`config.mk`:
```
export PLATFORM = sky130hd
export DESIGN_NAME = neighbor_reader_flat
export DESIGN_NICKNAME = d
export VERILOG_FILES = /design/src/rtl/neighbor_reader_if.sv /design/src/rtl/neighbor_reader.sv /design/src/flat_wrapper.sv
export SDC_FILE = /design/constraint.sdc
export NUM_CORES = 1
export LEC_CHECK = 0
export BUFFER_PORTS_ARGS = -buffer_cell sky130_fd_sc_hd__clkbuf_2
export CORE_UTILIZATION = 35
export DETAILED_ROUTE_END_ITERATION = 12
export PLACE_DENSITY_LB_ADDON = 0.2
export SLEW_MARGIN = 15
export SYNTH_ARGS = -nofsm -noshare
export SYNTH_HDL_FRONTEND = slang
export SYNTH_SLANG_ARGS = --single-unit
```
`constraint.sdc`:
```
create_clock -name clk -period 9.9 [get_ports clk]
set_clock_uncertainty 0.05 [all_clocks]
set_input_delay 0.495 -clock clk [delete_from_list [all_inputs] [get_ports clk]]
set_output_delay 0.495 -clock clk [all_outputs]
set_load 0.03 [all_outputs]
```
`src/rtl/neighbor_reader_if.sv`:
```
// Request and neighbor-stream handshake bundle for neighbor_reader.
// The slave side is the reader and the master side is the requester/consumer.
interface neighbor_reader_if;
    logic        req_valid;
    logic        req_ready;
    logic [31:0] req_vertex;
    logic        nb_valid;
    logic        nb_ready;
    logic [31:0] nb_vertex;
    logic        nb_last;
    logic [3:0]  nb_count;

    modport master (
        output req_valid, req_vertex, nb_ready,
        input  req_ready, nb_valid, nb_vertex, nb_last, nb_count
    );

    modport slave (
        input  req_valid, req_vertex, nb_ready,
        output req_ready, nb_valid, nb_vertex, nb_last, nb_count
    );
endinterface

```
`src/rtl/neighbor_reader.sv`:
```
// Fetches a 1-indexed vertex's neighbor list from the neighbor RAM and streams
// it out one index per beat, flagging the last beat and pulsing done at the end.
module neighbor_reader #(
    parameter int MAX_NEIGHBOR_COUNT = 10,
    parameter int LIST_STRIDE        = 11,
    parameter int MAX_VERTEX         = 46
) (
    input  logic              clk,
    input  logic              rst,
    neighbor_reader_if.slave  bus,
    output logic              done,
    output logic              err_bad_vertex,
    output logic              err_overflow,
    output logic              RAM_EN,
    output logic [8:0]        RAM_A,
    output logic [3:0]        RAM_WE,
    output logic [31:0]       RAM_Di,
    input  logic [31:0]       RAM_Do
);
    typedef enum logic [2:0] {IDLE, RD_CNT, FETCH, PRESENT, FINISH} state_t;

    localparam logic [3:0] MAX_CNT = 4'(MAX_NEIGHBOR_COUNT);

    state_t      state_q, state_d;
    logic [8:0]  base_q, base_d;
    logic [3:0]  cnt_q, cnt_d;
    logic [3:0]  idx_q, idx_d;
    logic        nb_valid_q, nb_valid_d;
    logic        nb_last_q, nb_last_d;
    logic [31:0] nb_vertex_q, nb_vertex_d;
    logic [3:0]  nb_count_q, nb_count_d;
    logic        done_q, done_d;
    logic        err_bad_q, err_bad_d;
    logic        err_ovf_q, err_ovf_d;
    logic        ram_en_q, ram_en_d;
    logic [8:0]  ram_a_q, ram_a_d;

    logic        accept;
    logic        bad_vertex;
    logic        handshake;
    logic        last_idx;
    logic [3:0]  raw_cnt;
    logic        cnt_over;
    logic [3:0]  clamped_cnt;
    logic [8:0]  req_base;

    assign bus.req_ready = (state_q == IDLE) && !rst;
    assign accept        = bus.req_valid && bus.req_ready;
    assign bad_vertex    = (bus.req_vertex == 32'd0) || (bus.req_vertex > 32'(MAX_VERTEX));
    assign handshake     = nb_valid_q && bus.nb_ready;
    assign last_idx      = (idx_q == cnt_q);
    assign raw_cnt       = RAM_Do[3:0];
    assign cnt_over      = (raw_cnt > MAX_CNT);
    assign clamped_cnt   = cnt_over ? MAX_CNT : raw_cnt;
    // Only meaningful for legal vertices, where the product fits in 9 bits.
    assign req_base      = 9'((bus.req_vertex[8:0] - 9'd1) * 9'(LIST_STRIDE));

    always_comb begin
        state_d = state_q;
        case (state_q)
            IDLE:    if (accept) state_d = bad_vertex ? FINISH : RD_CNT;
            RD_CNT:  state_d = (clamped_cnt == 4'd0) ? FINISH : FETCH;
            FETCH:   state_d = PRESENT;
            PRESENT: if (handshake) state_d = last_idx ? FINISH : FETCH;
            FINISH:  state_d = IDLE;
            default: state_d = IDLE;
        endcase
    end

    always_comb begin
        // NOTE: every _d starts from its _q (done from 0) so no branch can infer a latch.
        base_d      = base_q;
        cnt_d       = cnt_q;
        idx_d       = idx_q;
        nb_valid_d  = nb_valid_q;
        nb_last_d   = nb_last_q;
        nb_vertex_d = nb_vertex_q;
        nb_count_d  = nb_count_q;
        done_d      = 1'b0;
        err_bad_d   = err_bad_q;
        err_ovf_d   = err_ovf_q;
        ram_en_d    = ram_en_q;
        ram_a_d     = ram_a_q;
        case (state_q)
            IDLE: begin
                if (accept) begin
                    base_d    = req_base;
                    err_bad_d = 1'b0;
                    err_ovf_d = 1'b0;
                    if (bad_vertex) begin
                        err_bad_d  = 1'b1;
                        nb_count_d = 4'd0;
                    end else begin
                        ram_a_d  = req_base;
                        ram_en_d = 1'b1;
                    end
                end
            end
            RD_CNT: begin
                cnt_d      = clamped_cnt;
                nb_count_d = clamped_cnt;
                err_ovf_d  = cnt_over;
                if (clamped_cnt == 4'd0) begin
                    // Empty list: nothing more to read, so release the RAM now.
                    ram_en_d = 1'b0;
                end else begin
                    idx_d   = 4'd1;
                    ram_a_d = base_q + 9'd1;
                end
            end
            FETCH: begin
                nb_vertex_d = RAM_Do;
                nb_valid_d  = 1'b1;
                nb_last_d   = last_idx;
                ram_en_d    = 1'b0;
            end
            PRESENT: begin
                if (handshake) begin
                    nb_valid_d = 1'b0;
                    nb_last_d  = 1'b0;
                    if (!last_idx) begin
                        idx_d    = idx_q + 4'd1;
                        ram_a_d  = base_q + 9'(idx_q) + 9'd1;
                        ram_en_d = 1'b1;
                    end
                end
            end
            FINISH:  done_d = 1'b1;
            default: ;
        endcase
    end

    always_ff @(posedge clk) begin
        // NOTE: non-blocking so every flop samples the pre-edge value of its _d.
        if (rst) begin
            state_q     <= IDLE;
            base_q      <= '0;
            cnt_q       <= '0;
            idx_q       <= '0;
            nb_valid_q  <= 1'b0;
            nb_last_q   <= 1'b0;
            nb_vertex_q <= '0;
            nb_count_q  <= '0;
            done_q      <= 1'b0;
            err_bad_q   <= 1'b0;
            err_ovf_q   <= 1'b0;
            ram_en_q    <= 1'b0;
            ram_a_q     <= '0;
        end else begin
            state_q     <= state_d;
            base_q      <= base_d;
            cnt_q       <= cnt_d;
            idx_q       <= idx_d;
            nb_valid_q  <= nb_valid_d;
            nb_last_q   <= nb_last_d;
            nb_vertex_q <= nb_vertex_d;
            nb_count_q  <= nb_count_d;
            done_q      <= done_d;
            err_bad_q   <= err_bad_d;
            err_ovf_q   <= err_ovf_d;
            ram_en_q    <= ram_en_d;
            ram_a_q     <= ram_a_d;
        end
    end

    assign bus.nb_valid  = nb_valid_q;
    assign bus.nb_last   = nb_last_q;
    assign bus.nb_vertex = nb_vertex_q;
    assign bus.nb_count  = nb_count_q;
    assign done          = done_q;
    assign err_bad_vertex = err_bad_q;
    assign err_overflow  = err_ovf_q;
    assign RAM_EN        = ram_en_q;
    assign RAM_A         = ram_a_q;
    assign RAM_WE        = 4'd0;
    assign RAM_Di        = 32'd0;
endmodule

```
`src/flat_wrapper.sv`:
```
// flat-port wrapper written by rule: the top's interface ports become plain ports
module neighbor_reader_flat 
#(
    parameter int MAX_NEIGHBOR_COUNT = 10,
    parameter int LIST_STRIDE        = 11,
    parameter int MAX_VERTEX         = 46
)
  (clk, rst, done, err_bad_vertex, err_overflow, RAM_EN, RAM_A, RAM_WE, RAM_Di, RAM_Do, bus_req_valid, bus_req_vertex, bus_nb_ready, bus_req_ready, bus_nb_valid, bus_nb_vertex, bus_nb_last, bus_nb_count);
  neighbor_reader_if bus_i ();
  input  logic clk;
  input  logic rst;
  output logic done;
  output logic err_bad_vertex;
  output logic err_overflow;
  output logic RAM_EN;
  output logic [8:0] RAM_A;
  output logic [3:0] RAM_WE;
  output logic [31:0] RAM_Di;
  input  logic [31:0] RAM_Do;
  input wire logic [$bits(bus_i.req_valid)-1:0] bus_req_valid;
  input wire logic [$bits(bus_i.req_vertex)-1:0] bus_req_vertex;
  input wire logic [$bits(bus_i.nb_ready)-1:0] bus_nb_ready;
  output wire logic [$bits(bus_i.req_ready)-1:0] bus_req_ready;
  output wire logic [$bits(bus_i.nb_valid)-1:0] bus_nb_valid;
  output wire logic [$bits(bus_i.nb_vertex)-1:0] bus_nb_vertex;
  output wire logic [$bits(bus_i.nb_last)-1:0] bus_nb_last;
  output wire logic [$bits(bus_i.nb_count)-1:0] bus_nb_count;
  assign bus_i.req_valid = bus_req_valid;
  assign bus_i.req_vertex = bus_req_vertex;
  assign bus_i.nb_ready = bus_nb_ready;
  assign bus_req_ready = bus_i.req_ready;
  assign bus_nb_valid = bus_i.nb_valid;
  assign bus_nb_vertex = bus_i.nb_vertex;
  assign bus_nb_last = bus_i.nb_last;
  assign bus_nb_count = bus_i.nb_count;
  neighbor_reader #(.MAX_NEIGHBOR_COUNT(MAX_NEIGHBOR_COUNT), .LIST_STRIDE(LIST_STRIDE), .MAX_VERTEX(MAX_VERTEX)) u_core (.clk(clk), .rst(rst), .bus(bus_i), .done(done), .err_bad_vertex(err_bad_vertex), .err_overflow(err_overflow), .RAM_EN(RAM_EN), .RAM_A(RAM_A), .RAM_WE(RAM_WE), .RAM_Di(RAM_Di), .RAM_Do(RAM_Do));
endmodule
```
==> results of run 1 <==
-- Yosys cell counts, types with 3 or more instances --
master	number	area, um^2
a211oi_1	9	67.56
a21o_1	3	22.52
a21oi_1	53	265.3
a31oi_1	4	25.02
and2_1	3	18.77
and3_1	4	25.02
buf_4	37	277.8
clkbuf_1	18	67.56
dfxtp_1	71	1421
fa_1	6	120.1
ha_1	22	275.3
inv_1	30	112.6
mux2i_1	3	30.03
nand2_1	102	382.9
nand2b_1	4	25.02
nand3_1	12	60.06
nor2_1	30	112.6
nor2b_1	4	25.02
nor3_1	9	45.04
nor3_2	4	40.04
nor4_1	6	37.54
nor4_2	3	37.54
o21a_1	3	22.52
o21ai_0	11	55.05
o21ai_1	3	15.01
or2_2	3	18.77
or3_1	3	18.77
xnor2_1	10	87.58
xor2_1	19	166.4
-- critical path, stage by stage --
cell and delay, ns:
clkbuf_2 0.14, or3_1 0.40, or2_2 0.30, or3_2 0.42, xor2_1 0.17, fa_1 0.54
inv_1 0.04, ha_1 0.19, or2_2 0.29, o22ai_1 0.15, xnor2_1 0.11, xnor2_1 0.24
o221ai_2 0.11
-- per-layer routing --
layer	vias up	wire length (um)	part of all wire	track usage
met5	-	0	0	0
met3	8	671	0.066	0.03749
met4	0	115	0.011	0.05263
li1	1958	-	-	-
met1	1743	4617	0.45	0.2204
met2	132	4819	0.47	0.2728
-- cell type report --
cell class,count,area [um^2],share of cell area
clock buffer,11,242.7,0.04756
clock inverter,5,33.78,0.006619
inverter,30,112.6,0.02206
multi-input combinational,408,2499,0.4896
sequential,71,1421,0.2785
tap,147,183.9,0.03604
timing repair buffer,121,610.6,0.1196
-- final timing paths --
kind / start / slack (ns) / endpoint / depth (start not counted)
worst max-delay path: bus_req_vertex[0] / 6.45 / u_core.RAM_A[8]$_SDFFE_PP0P_ / 13
worst min-delay path: RAM_Do[15] / 0.33 / u_core.bus.nb_vertex[15]$_SDFFE_PP0P_ / 3
worst max register to register: u_core.state_q[1]$_SDFFE_PP0P_ / 7.36 / u_core.RAM_A[8]$_SDFFE_PP0P_ / 6
worst min register to register: u_core.RAM_A[0]$_SDFFE_PP0P_ / 0.40 / u_core.RAM_A[0]$_SDFFE_PP0P_ / 2
-- cell families after synthesis --
family	count (synthesis)
fa+ha+maj	28
mux	4
other cells	1
xor+xnor	29
buf+inv	89
flops	71
compound gates	109
simple gates	202
-- power groups by stage --
stage	sequential (mW)	clock [mW]	combinational [mW]
floorplan	0.313	0	0.134
global placement	0.313	0	0.162
detailed placement	0.313	0	0.166
CTS	0.306	0.307	0.167
global route	0.308	0.322	0.188
finish	0.307	0.298	0.165
-- sequential cells by signal, summed over array words and instances (netlist names), 3 cells and up --
name / count
u_core.state_q: 3
u_core.idx_q: 4
u_core.cnt_q: 4
u_core.RAM_A: 9
u_core.bus.nb_count: 4
u_core.base_q: 9
u_core.bus.nb_vertex: 32
-- per-stage QoR --
step,setup slack (ns),cells,util,instance area (um^2)
floorplan,6.395,568,-,4433
global placement,6.145,777,0.4017,4825
detailed placement,6.087,777,0.4017,4825
CTS,6.443,793,0.4247,5101
global route,6.267,793,0.4249,5104
finish,6.454,793,0.4249,5104
==> flow_summary.toml, run 1 <==
[sta]
final_hold_viol_count = 0
slew_headroom = 0.3916
fin_hold_ws_ns = 0.3284
setup_viol = 0
min_period_ns = 3.446
rsz0062_at_grt = "no"
fmax_mhz = 290.2
slew_violations = 0
tightestPinTransition_ns = 0.9113
setup_tns_ns = 0
post-route-period-util = 0.3481

[synthesis]
synth-edff-count = 0
yosysSeqAreaShare = 0.3304
synthSimpleGateAreaFrac = 0.2269
yosys_warnings = 0
synth_xor_area_frac = 0.05905
synth.mux.area_fraction = 0.009599
synth_top_family_by_area = "simple AND/OR/NAND/NOR gates"
synth-main-ff-cell = "dfxtp_1"
synth_compound_area_frac = 0.1600
syn-instance-count = 533
synth-adder-area-share = 0.09191
ys_seq_elements = 71
synth.distinct_cells = 64
syn_area_um2 = 4302
synthArstFlopShare = 0
synth_area_per_cell_um2 = 8.071

[detailed_routing]
viasPerCell = 4.844
finalWirelength_um = 10220
drt_pass1_iterations = 4
drt-initial-drc-count = 181
drc = 0
vias = 3841
wire_per_inst_um = 12.89
postRouteAntennaNets = 0

[clock_tree]
cts_root_buf = "clkbuf_16"
cts_sinks = 71
cts_buffer_depth = 2
cts_tree = "done"
cts_setup_buffers = 0
cts.clk_slew.worst_paths_ns = 0.06
cts_resized = 0
clk_latency_ns = 0.33
hold_buffers = 0
h-tree-depth = 3
cts_made_buffers = 9

[grt]
overflow = 0
grt_max_degree = 61
grt_first_pass_wirelength_um = 16990
antenna_found_initial = 0
grt_pass1_vias = 3401
track_usage = 0.1674

[floorplanning]
rows = 40
ios = 156
die_x_um = 112.9
core_area_um2 = 12010
die_h_um = 112.9
dieArea_um2 = 12740
initial_core_util = 0.3581

[final_layout]
fillCellCount = 1215
diodes = 0
mostFrequentLayoutCells = "clkbuf_2, nand2_1, dfxtp_1"
nets = 737
area_growth_pct = 18.64
final_common_cell = "clkbuf_2"
drive_gt1_frac = 0.2446

[run_status]
status = "completed"

[power]
sw_frac_of_total = 0.3033
p_int_uw = 536.1
peakVddDrop_mv = 0.07016
p_clk_frac = 0.387
pwr_density_cell_nw_per_um2 = 150.8
leakage_nw = 2.278
total_power_uw = 769.5
switchingPower_uw = 233.4
comb_power_share = 0.215
power.share.sequential = 0.398

[critical_path]
endpoint_kind = "flip-flop"
required_ns = 10.06
cp.arrival_ns = 3.60
worstSetupPathType = "input port to flip-flop"
critPathMaxFanout = 6
start_kind = "input port"

[worst_hold_path]
hp-class = "input port to flip-flop"

[run]
max-cap-violations = 0

[placement]
place_congestion = 0.8214
place.port_buffers = 119
dp_hpwl_um = 7684
Note: power is estimated with default switching activity, not from simulation.
==> run 2: changes to the inputs <==
==> constraint.sdc (replaced) <==
create_clock -name clk -period 2.92 [get_ports clk]
set_clock_uncertainty 0.05 [all_clocks]
set_input_delay 0.146 -clock clk [delete_from_list [all_inputs] [get_ports clk]]
set_output_delay 0.146 -clock clk [all_outputs]
set_load 0.03 [all_outputs]
==> run 2 against run 1 <==
Effect of this change: critical path type unchanged; clock power increased to 3.6 times the previous value; count of clock-buffer cells in the layout is 2 lower; global-route usage increased by 0.63 points; flip-flop and latch count unchanged; highest routed layer unchanged.
==> flow_summary.toml, run 2 (synthesized netlist as in run 1, its figures left out) <==
[run]
max-cap-violations = 0

[worst_hold_path]
hold_depth = 3
hp-class = "input port to flip-flop"

[detailed_routing]
drt-initial-drc-count = 152
finalWirelength_um = 10830
drt_pass1_iterations = 4
drc = 0
postRouteAntennaNets = 0
viasPerCell = 4.764
vias = 4049
wire_per_inst_um = 12.74

[grt]
grt_pass1_vias = 3781
overflow = 0
grt_max_degree = 60
antenna_found_initial = 0
track_usage = 0.1736
grt_first_pass_wirelength_um = 17750

[sta]
slew_headroom = 0.5549
fmax_mhz = 353.1
tightestPinTransition_ns = 0.6668
fin_hold_ws_ns = 0.03061
rsz0062_at_grt = "yes"
min_period_ns = 2.832
post-route-period-util = 0.9698
slew_violations = 0
final_hold_viol_count = 0
setup_viol = 0

[critical_path]
rrSetupSlack_ns = 0.59
cp.arrival_ns = 2.98
start_kind = "input port"
endpoint_kind = "flip-flop"
worstSetupPathType = "input port to flip-flop"
required_ns = 3.07
critPathMaxFanout = 3
reg2reg_depth = 9

[clock_tree]
cts_sinks = 71
cts_tree = "done"
cts_root_buf = "clkbuf_16"
cts_made_buffers = 9
cts_buffer_depth = 2
cts.clk_slew.worst_paths_ns = 0.06
cts_setup_buffers = 0
h-tree-depth = 3
clk_latency_ns = 0.34

[placement]
place_congestion = 0.8396
dp_hpwl_um = 8051
dp.cells = 807
place.port_buffers = 119

[floorplanning]
die_x_um = 112.9
dieArea_um2 = 12740
die_h_um = 112.9
ios = 156
rows = 40
initial_core_util = 0.3581
core_area_um2 = 12010

[power]
leakage_nw = 2.559
peakVddDrop_mv = 0.2984
pwr_density_cell_nw_per_um2 = 491.3

[final_layout]
fillCellCount = 1199
largest_reg_flops = 32
nets = 795
final_common_cell = "clkbuf_2"
drive_gt1_frac = 0.2859
mostFrequentLayoutCells = "clkbuf_2, nand2_1, dfxtp_1"
area_growth_pct = 32.58
fin_cells = 850
diodes = 0
utilization = 0.4748

[run_status]
status = "completed"
## run 2: path summary, 6_finish.rpt
check	start	to
max	bus_req_vertex[0]	u_core.RAM_A[8]$_SDFFE_PP0P_
max reg2reg	u_core.base_q[0]$_SDFFE_PP0P_	u_core.RAM_A[6]$_SDFFE_PP0P_
min reg2reg	u_core.bus.nb_vertex[9]$_SDFFE_PP0P_	u_core.bus.nb_vertex[9]$_SDFFE_PP0P_
min	RAM_Do[1]	u_core.bus.nb_vertex[1]$_SDFFE_PP0P_
## run 2: per-layer routing
| layer | up-vias | wire [um] | share of wire | track usage |
|---|---|---|---|---|
| met1 | 1832 | 4926 | 0.45 | 0.2210 |
| met3 | 13 | 543 | 0.050 | 0.03428 |
| met2 | 137 | 5180 | 0.48 | 0.2897 |
| li1 | 2067 | - | - | - |
| met4 | 0 | 183 | 0.017 | 0.06842 |
| met5 | - | 0 | 0 | 0 |
## run 2: area by class of cell
| cell class | instances | area, um^2 | area share |
|---|---|---|---|
| Multi-Input combinational cell | 408 | 2575 | 0.4515 |
| Timing Repair Buffer | 179 | 1122 | 0.1968 |
| Tap cell | 147 | 183.9 | 0.03225 |
| Clock inverter | 6 | 62.56 | 0.01097 |
| Clock buffer | 9 | 225.2 | 0.03949 |
| Sequential cell | 71 | 1421 | 0.2492 |
| Inverter | 30 | 112.6 | 0.01975 |
## run 2: power breakdown
group          internal [mW]  switching [mW]  total [mW]
combinational          0.315           0.380       0.695
sequential              1.00          0.0362        1.04
clock                  0.652           0.416        1.07
## run 2: metrics by stage
stage	power (mW)	TNS, ns	instance area [um^2]	worst slack (ns)
after floorplan	1.537	-0.03190	4483	-0.03190
after global placement	1.688	-0.8093	5100	-0.2183
after detailed placement	1.702	-1.125	5100	-0.2689
after CTS	2.814	0	5668	0.08150
after global routing	2.957	-0.08464	5703	-0.04207
final	2.802	0	5703	0.08826
## run 2: critical path, cell delays in order
cell	delay, ns
buf_6	0.09
or3_4	0.37
or2_4	0.25
xnor2_2	0.14
ha_1	0.29
inv_2	0.04
fa_1	0.51
inv_2	0.05
ha_4	0.25
o21a_1	0.11
o31a_1	0.17
o22ai_2	0.09
xnor2_1	0.14
xnor2_1	0.23
o221ai_2	0.11
## run 2: repair_timing
| item | in CTS | in global routing |
|---|---|---|
| hold endpoints to repair | 28 | 0 |
| endpoints found under the setup margin | 0 | 4 |
| gates resized for setup | 0 | 10 |
| hold buffers | 28 | 0 |
==> run 3: changes to the inputs <==
--- a/config.mk
+++ b/config.mk
@@ -6,10 +6,10 @@
 export NUM_CORES = 1
 export LEC_CHECK = 0
 export BUFFER_PORTS_ARGS = -buffer_cell sky130_fd_sc_hd__clkbuf_2
+export CORE_ASPECT_RATIO = 1.25
 export CORE_UTILIZATION = 35
 export DETAILED_ROUTE_END_ITERATION = 12
 export PLACE_DENSITY_LB_ADDON = 0.2
-export SLEW_MARGIN = 15
 export SYNTH_ARGS = -nofsm -noshare
 export SYNTH_HDL_FRONTEND = slang
 export SYNTH_SLANG_ARGS = --single-unit
==> run 3 against run 2 <==
Effect of this change: flip-flop and latch count stayed put; fmax down 1.3%; design area barely moved; clock power fell by 4%; utilization grew 0.96 points; die area hardly changed; combinational power down 2%; highest routed layer unchanged; via count rose by 1.1%; sequential power about the same; register-to-register slack got worse by 0.04 ns; largest cell class unchanged; sequential share of layout area about the same; power shrank 1.7%.
==> flow_summary.toml, run 3 (synthesized netlist as in run 1, its figures left out) <==
[run_status]
status = "completed"

[floorplanning]
dieArea_um2 = 12740
die_x_um = 101.2
die_h_um = 125.9
core_area_um2 = 11780
rows = 44
ios = 156
initial_core_util = 0.3651

[clock_tree]
cts_made_buffers = 9
cts.clk_slew.worst_paths_ns = 0.06
cts_tree = "done"
clk_latency_ns = 0.33
cts_buffer_depth = 2
cts_root_buf = "clkbuf_16"
h-tree-depth = 3
cts_sinks = 71

[sta]
fmax_mhz = 348.5
final_hold_viol_count = 0
post-route-period-util = 0.9826
min_period_ns = 2.869
slew_headroom = 0.5705
tightestPinTransition_ns = 0.6443
slew_violations = 0
setup_viol = 0
rsz0062_at_grt = "yes"

[final_layout]
drive_gt1_frac = 0.2849
fin_area_um2 = 5707
fillCellCount = 1197
multi_input_area_um2 = 2579
nets = 794
area_growth_pct = 32.66
mostFrequentLayoutCells = "clkbuf_2, nand2_1, dfxtp_1"
fin_cells = 863
regArea_um2 = 1421
largest_reg_flops = 32
final_common_cell = "clkbuf_2"
diodes = 0

[power]
peakVddDrop_mv = 0.2702
leakage_nw = 2.569
pwr_density_cell_nw_per_um2 = 482.7

[detailed_routing]
vias = 4092
finalWirelength_um = 11070
drt-initial-drc-count = 180
drt_pass1_iterations = 4
viasPerCell = 4.742
postRouteAntennaNets = 0
wire_per_inst_um = 12.83
drc = 0

[critical_path]
r2r-start = "u_core.idx_q[0]$_SDFFE_PP0P_"
reg2reg_depth = 9
timing.rr.end = "u_core.RAM_A[6]$_SDFFE_PP0P_"
rrSetupSlack_ns = 0.55
critPathMaxFanout = 3
crit_path_end = "u_core.RAM_A[8]$_SDFFE_PP0P_"
crit_start = "bus_req_vertex[0]"
worstSetupPathType = "input port to flip-flop"
start_kind = "input port"
endpoint_kind = "flip-flop"
required_ns = 3.07
cp.arrival_ns = 3.02

[placement]
place.port_buffers = 119
place_area_um2 = 5110
dp_hpwl_um = 8279
dp.cells = 820
place_congestion = 0.8202

[grt]
grt_max_degree = 60
antenna_found_initial = 0
grt_pass1_vias = 4036
grt_first_pass_wirelength_um = 17810
track_usage = 0.1767
overflow = 0

[run]
max-cap-violations = 0

[worst_hold_path]
hp-class = "input port to flip-flop"
-- run 3: worst max-delay path: stages --
cell	delay, ns
clkbuf_2	0.10
or3_4	0.38
or2_4	0.25
xnor2_2	0.13
ha_1	0.27
inv_1	0.04
fa_1	0.48
inv_2	0.05
ha_4	0.26
o21a_1	0.12
o31a_1	0.19
o22ai_2	0.10
xnor2_1	0.14
xnor2_1	0.24
o221ai_2	0.12
-- run 3: layout make-up --
class	instances	share of cell area
multi-input combinational	408	0.4519
clock buffer	12	0.04670
timing repair buffer	178	0.1943
inverter	30	0.01973
sequential	71	0.2491
clock inverter	3	0.003070
tap	161	0.03530
-- run 3: per-layer routing --
metal	track usage	share of wire	vias up
li1	-	-	2059
met1	0.1769	0.39	1898
met2	0.3337	0.53	115
met3	0.04772	0.056	20
met4	0.07673	0.023	0
met5	0	0	-
-- run 3: worst min path at each step --
stage	start	endpoint	cells after the start
2_1_floorplan	bus_req_vertex[0]	u_core.base_q[0]$_SDFFE_PP0P_	1
3_3_place_gp	RAM_Do[6]	u_core.bus.nb_vertex[6]$_SDFFE_PP0P_	3
3_5_place_dp	RAM_Do[15]	u_core.bus.nb_vertex[15]$_SDFFE_PP0P_	3
4_1_cts	RAM_Do[0]	u_core.bus.nb_vertex[0]$_SDFFE_PP0P_	3
5_1_grt	RAM_Do[0]	u_core.bus.nb_vertex[0]$_SDFFE_PP0P_	3
6_report	RAM_Do[0]	u_core.bus.nb_vertex[0]$_SDFFE_PP0P_	3
-- run 3: repair_timing --
action / 4_1_cts / 5_1_grt
hold buffers: 28 / 0
setup buffers: 0 / 0
hold endpoints to repair: 28 / 0
endpoints found under the setup margin: 0 / 5
gates resized for setup: 0 / 7
-- run 3: power breakdown --
group	internal, mW	switching, mW	total (mW)
Combinational	0.312	0.371	0.683
Clock	0.636	0.394	1.03
Sequential	1.00	0.0392	1.04
-- run 3: through the flow --
| stage | power (mW) | hold WS (ns) | utilization | setup WS [ns] | TNS [ns] |
|---|---|---|---|---|---|
| finish | 2.755 | 0.05193 | 0.4844 | 0.05070 | 0 |
| global route | 2.904 | 0.03848 | 0.4844 | -0.04694 | -0.07592 |
| CTS | 2.777 | 0.03947 | 0.4816 | 0.06286 | 0 |
| detailed placement | 1.702 | 0.3285 | 0.4337 | -0.2956 | -1.374 |
| global placement | 1.683 | 0.3203 | 0.4337 | -0.2331 | -1.098 |
| floorplan | 1.537 | 0.1916 | - | -0.03190 | -0.03190 |
